**src/rtl/mem_stage_unit.sv**
```systemverilog
// Memory stage: turns buffered loads/stores into a req/ack data-memory transaction,
// stalls the front of the pipeline while it is outstanding, and builds the M/W register.
module mem_stage_unit #(
    parameter int unsigned TIMEOUT = 16,
    parameter int unsigned CW      = 8
) (
    input  logic        clk,
    input  logic        rst_n,
    input  logic [31:0] alu_result,
    input  logic [31:0] jump_result,
    input  logic [31:0] store_data,
    input  logic [4:0]  write_reg_addr,
    input  logic        reg_write,
    input  logic        mem_read,
    input  logic        mem_write,
    input  logic        mem_reg,
    input  logic        branch,
    output logic        dmem_req,
    output logic        dmem_we,
    output logic [31:0] dmem_addr,
    output logic [31:0] dmem_wdata,
    input  logic        dmem_ack,
    input  logic [31:0] dmem_rdata,
    output logic        stall,
    output logic        pc_select,
    output logic [31:0] pc_target,
    output logic [31:0] alu_result_buffered,
    output logic [31:0] read_data_buffered,
    output logic [4:0]  write_reg_addr_buffered,
    output logic        mem_reg_buffered,
    output logic        reg_write_buffered,
    output logic        bus_error
);

    localparam logic [0:0]    IDLE   = 1'b0;
    localparam logic [0:0]    ACCESS = 1'b1;
    localparam logic [CW-1:0] LAST   = CW'(TIMEOUT - 1);

    logic [0:0]    state_q, state_d;
    logic [CW-1:0] count_q, count_d;
    logic          req_q, req_d;
    logic          we_q, we_d;
    logic [31:0]   addr_q, addr_d;
    logic [31:0]   wdata_q, wdata_d;
    logic          err_q, err_d;
    logic [31:0]   alu_buf_q, alu_buf_d;
    logic [31:0]   rdata_buf_q, rdata_buf_d;
    logic [4:0]    wra_buf_q, wra_buf_d;
    logic          mreg_buf_q, mreg_buf_d;
    logic          rw_buf_q, rw_buf_d;
    logic          mem_op;
    logic          timeout_hit;
    logic          stall_raw;

    assign mem_op      = mem_read | mem_write;
    assign timeout_hit = (count_q == LAST);

    always_comb begin
        state_d     = state_q;
        count_d     = count_q;
        req_d       = req_q;
        we_d        = we_q;
        addr_d      = addr_q;
        wdata_d     = wdata_q;
        err_d       = err_q;
        alu_buf_d   = alu_buf_q;
        rdata_buf_d = rdata_buf_q;
        wra_buf_d   = wra_buf_q;
        mreg_buf_d  = mreg_buf_q;
        rw_buf_d    = rw_buf_q;
        stall_raw   = 1'b0;
        case (state_q)
            IDLE: begin
                if (mem_op) begin
                    stall_raw = 1'b1;
                    state_d   = ACCESS;
                    req_d     = 1'b1;
                    we_d      = mem_write;
                    addr_d    = alu_result;
                    wdata_d   = store_data;
                    count_d   = '0;
                    rw_buf_d  = 1'b0;
                end else begin
                    alu_buf_d   = alu_result;
                    rdata_buf_d = '0;
                    wra_buf_d   = write_reg_addr;
                    mreg_buf_d  = mem_reg;
                    rw_buf_d    = reg_write;
                end
            end
            ACCESS: begin
                // Ack wins over a coincident timeout; a timeout releases the stall so the
                // aborted instruction leaves X/M instead of being reissued.
                stall_raw = ~dmem_ack & ~timeout_hit;
                if (dmem_ack) begin
                    rdata_buf_d = we_q ? 32'h0 : dmem_rdata;
                    alu_buf_d   = alu_result;
                    wra_buf_d   = write_reg_addr;
                    mreg_buf_d  = mem_reg;
                    rw_buf_d    = reg_write;
                    req_d       = 1'b0;
                    state_d     = IDLE;
                end else if (timeout_hit) begin
                    req_d    = 1'b0;
                    err_d    = 1'b1;
                    rw_buf_d = 1'b0;
                    state_d  = IDLE;
                end else begin
                    count_d  = count_q + CW'(1);
                    rw_buf_d = 1'b0;
                end
            end
            default: state_d = IDLE;
        endcase
    end

    always_ff @(posedge clk or negedge rst_n) begin
        if (!rst_n) begin
            state_q     <= IDLE;
            count_q     <= '0;
            req_q       <= 1'b0;
            we_q        <= 1'b0;
            addr_q      <= '0;
            wdata_q     <= '0;
            err_q       <= 1'b0;
            alu_buf_q   <= '0;
            rdata_buf_q <= '0;
            wra_buf_q   <= '0;
            mreg_buf_q  <= 1'b0;
            rw_buf_q    <= 1'b0;
        end else begin
            state_q     <= state_d;
            count_q     <= count_d;
            req_q       <= req_d;
            we_q        <= we_d;
            addr_q      <= addr_d;
            wdata_q     <= wdata_d;
            err_q       <= err_d;
            alu_buf_q   <= alu_buf_d;
            rdata_buf_q <= rdata_buf_d;
            wra_buf_q   <= wra_buf_d;
            mreg_buf_q  <= mreg_buf_d;
            rw_buf_q    <= rw_buf_d;
        end
    end

    // Stall is forced low while reset is asserted, even if a mem op is presented.
    assign stall                   = rst_n & stall_raw;
    assign pc_select               = branch & ~stall;
    assign pc_target               = jump_result;
    assign dmem_req                = req_q;
    assign dmem_we                 = we_q;
    assign dmem_addr               = addr_q;
    assign dmem_wdata              = wdata_q;
    assign bus_error               = err_q;
    assign alu_result_buffered     = alu_buf_q;
    assign read_data_buffered      = rdata_buf_q;
    assign write_reg_addr_buffered = wra_buf_q;
    assign mem_reg_buffered        = mreg_buf_q;
    assign reg_write_buffered      = rw_buf_q;

endmodule

```
**config.mk**
```make
export PLATFORM = sky130hd
export DESIGN_NAME = mem_stage_unit
export DESIGN_NICKNAME = d
export VERILOG_FILES = /design/src/rtl/mem_stage_unit.sv
export SDC_FILE = /design/constraint.sdc
export NUM_CORES = 1
export LEC_CHECK = 0
export ABC_AREA = 0
export CAP_MARGIN = 20
export CORE_AREA = 2 2 160 115
export CTS_CLUSTER_SIZE = 14
export DETAILED_ROUTE_END_ITERATION = 10
export DIE_AREA = 0 0 162 117
export PLACE_DENSITY_LB_ADDON = 0.08
export SKIP_CTS_REPAIR_TIMING = 1
export SYNTH_ARGS = -nofsm -noshare
export SYNTH_HDL_FRONTEND = slang
export SYNTH_SLANG_ARGS = --single-unit
```
**constraint.sdc**
```tcl
create_clock -name clk -period 2.24 [get_ports clk]
set_input_delay 0.56 -clock clk [delete_from_list [all_inputs] [get_ports clk]]
set_output_delay 0.56 -clock clk [all_outputs]
set_load 0.02 [all_outputs]
```
==> summary.md <==
The run finished, with violations left. The final reports fail on negative setup slack. The total of warnings raised by yosys was 0; the initial core utilization was 34.1%. The clock tree synthesis step divided the H-tree into 4 levels.

Normalized max-slew margin: 35.2%. The tools report the sum of negative setup slack as -0.169 ns. The final hold violation count is 0, and the largest fanout on the critical path is 3. The layout has 1532 filler cells. The number of nets in the synthesized netlist is 595. STA puts the critical path data required time at 1.68 ns. Detailed placement finished with a half-perimeter wire length of 11100 um.

Once detail routing completed, the nets flagged for antenna violations numbered 0. Pin placement for this block handled 313 I/O pins. For the worst flop-to-flop path, the logic depth is 4. The average routed wire per standard cell was 16.7 um; the number of sinks handled by clock tree synthesis was 147. For this block, the via count after detailed routing is 4400. Setup violations remaining at the end of the flow were counted as 2. The pin count of the biggest net entering global routing is 70, and the final critical-path required period is 2.35 ns. The total placed instance area came out at 8720 um^2.

Counting flops with a built-in enable in the synthesized netlist gives 0. For the number of pins with negative max-slew slack in the final report, the log shows 0. For the final database, setup skew stands at 0.00839 ns. Share of cells above drive strength 1: 25.0%.

The number of max-capacitance violations reported came out at 0. The tools report the type of origin of the critical path as a flop. For this run, design rule violations remaining after detail routing come to 0. TritonCTS built the clock tree. In this run, the number of DRC markers left after iteration 0 of detailed routing was 182. The number of nets in the layout came out at 844. After detailed routing, the total wire length is 15900 um.

Most common flop cell mapped by yosys: sky130_fd_sc_hd__dfrtp_1. The mapped netlist covers 5980 um^2. The vias per cell was 4.63; the fraction of registers with async set or reset after synthesis was 100%. The number of CTS-inserted buffers was 17. The power per cell area was 1240 nW/um^2; the cell count after synthesis was 453. Startpoint of the worst register-to-register path: state_q.

The average cell area after synthesis came out at 13.2 um^2. Synthesis inferred 147 register bits. The die is 162 um wide. The region available for standard cell placement spans 17500 um^2. Endpoint kind of the worst setup timing path: an output port. The run gives 37 as the number of distinct library cells after synthesis. The root cell of the clock tree was sky130_fd_sc_hd__clkbuf_16.

Tracing the worst setup path back leads to its startpoint at count_q[1]. The number of antenna violations at the first check in global routing is 0, and the leakage power of the design is 3.98 nW. At the end of the flow the core is filled with cells to 53.4%.

For the pin with the worst max-slew slack, the measured transition is 0.972 ns. The type of the worst setup path was flop to output port. After routing the design area is 9370 um^2.

0 antenna diodes ended up in the layout. The final critical-path share of the clock period was 105%. Before CTS, the worst setup slack after placement is -0.592 ns. The first-pass detailed-route iteration total is 5, and the worst vdd rail ir drop is 596 uV. The initialized floorplan defines 41 standard-cell rows. After global routing the overflow that remains totals 0. The longest clock path from root to sink contains 2 buffers. The logs give 19000 um^2 for the die outline area and 61.5% for the sequential area share after synthesis. The path class of the tightest hold or removal check is primary input to asynchronous set/reset pin. Routability-driven placement finished with a final weighted congestion of 0.820.

The post-layout total power is 11.6 mW, and the wire length of the first global-routing pass is 24900 um. Setup repair after global routing could not meet its margin everywhere. The number of buffer cells added on primary ports was 248; the area growth from synthesis to layout was 56.6%. The later pin in the worst-skew pair is clocked with a latency of 0.42 ns. Walking the worst path, the cells encountered are ha_2 -> and3_4 -> a21o_4 -> and2_4 -> inv_4 -> and2_4 -> buf_6. In this design, the critical path's most frequently occurring cell is sky130_fd_sc_hd__and2_4. The slowest stage of the critical path is the sky130_fd_sc_hd__dfrtp_1 cell. The highest clock rate is 425 MHz, and the combined global-route utilization of all metal layers is 17.0%.

The number of global-route vias before repair was 4682. At the worst endpoint, the arrival time is 1.79 ns. For this run, the slowest stage of the critical path takes 0.38 ns. The clock edge transition at the registers on the reported setup and hold paths is 0.06 ns, and the height of the die is 117 um. The tools report the worst path setup slack after routing as -0.115 ns.
Yosys cell counts (2+ instances only):
cell,count,area [um^2]
sky130_fd_sc_hd__nand2_1,70,263
sky130_fd_sc_hd__buf_4,34,255
sky130_fd_sc_hd__nand2b_1,3,18.8
sky130_fd_sc_hd__nor3_1,2,10.0
sky130_fd_sc_hd__a41o_1,2,20.0
sky130_fd_sc_hd__mux2_2,88,991
sky130_fd_sc_hd__buf_2,15,75.1
sky130_fd_sc_hd__a21oi_1,3,15.0
sky130_fd_sc_hd__mux2_1,5,56.3
sky130_fd_sc_hd__mux2_4,10,150
sky130_fd_sc_hd__o21ai_0,34,170
sky130_fd_sc_hd__nand3_1,7,35.0
sky130_fd_sc_hd__clkbuf_1,3,11.3
sky130_fd_sc_hd__a22o_1,2,17.5
sky130_fd_sc_hd__dfrtp_1,147,3680
sky130_fd_sc_hd__a21boi_1,2,15.0
sky130_fd_sc_hd__inv_1,2,7.51
sky130_fd_sc_hd__nor2_1,3,11.3
sky130_fd_sc_hd__buf_6,3,33.8
logic make-up (layout without fill, tap and decap cells):
logic type      Yosys count  after routing  share of synthesized area (%)
mux                     104            104                           20.2
simple gates             94             94                           6.92
compound gates           49             49                           4.77
fa+ha+maj                 1              1                          0.209
buf+inv                  58            320                           6.46
flops                   147            147                           61.5
worst paths after layout:
check                                   endpoint  slack, ns
min in group clk                       bus_error       0.46
max                                        stall      -0.11
min                               dmem_wdata[10]       0.17
max reg2reg                        dmem_addr[29]       0.32
max in group asynchronous  read_data_buffered[6]       0.97
min reg2reg                            bus_error       0.46
layer usage:
layer  wire length (um)  GRT usage, %
met1               6670          20.4
met2               7520          27.4
met3               1410          7.65
met4                267          6.55
met5                  0             0
stage by stage:
step	cells	hold slack, ns
global placement	916	0.452
detailed placement	916	0.459
floorplan	453	0.264
global route	951	0.191
CTS	948	0.154
finish	951	0.174
registers in the layout, summed over array words and instances (netlist names), 5 cells and up:
register,cells
alu_result_buffered,32
dmem_addr,32
dmem_wdata,32
read_data_buffered,32
count_q,8
write_reg_addr_buffered,5
area by class of cell:
cell class / instances / area, um^2 / share of cell area (%)
sequential: 147 / 3680 / 39.2
clock inverter: 11 / 153 / 1.63
inverter: 3 / 13.8 / 0.147
multi-input combinational: 248 / 1960 / 20.9
clock buffer: 21 / 450 / 4.81
tap: 236 / 295 / 3.15
timing repair buffer: 285 / 2830 / 30.2
placed cells by master, fill, tap and decap left out, drive strengths merged, types with 3 or more instances in the layout:
cell type and instances:
o21ai 35, buf 40, dfrtp 147, nand2b 3, clkinvlp 3, clkinv 3
nand3 7, a21oi 4, mux2 103, clkdlybuf4s50 245, inv 5, nand2 70
nor2 3, clkbuf 21, bufinv 3
report_power, final:
part / internal [mW] / total, mW / switching, mW
sequential: 3.50 / 3.96 / 0.455
combinational: 2.48 / 4.71 / 2.23
clock: 1.79 / 2.92 / 1.13
total: 7.77 / 11.6 / 3.82
critical path: cells and delay by family, from the launching register on:
family / cells / cell delay, ns
AOI/OAI and AO/OA: 1 / 0.21
adders and majority gates: 1 / 0.20
buffers and inverters: 2 / 0.17
DFF: 1 / 0.38
and+or+nand+nor: 3 / 0.43
(Power assumes the default switching activity.)
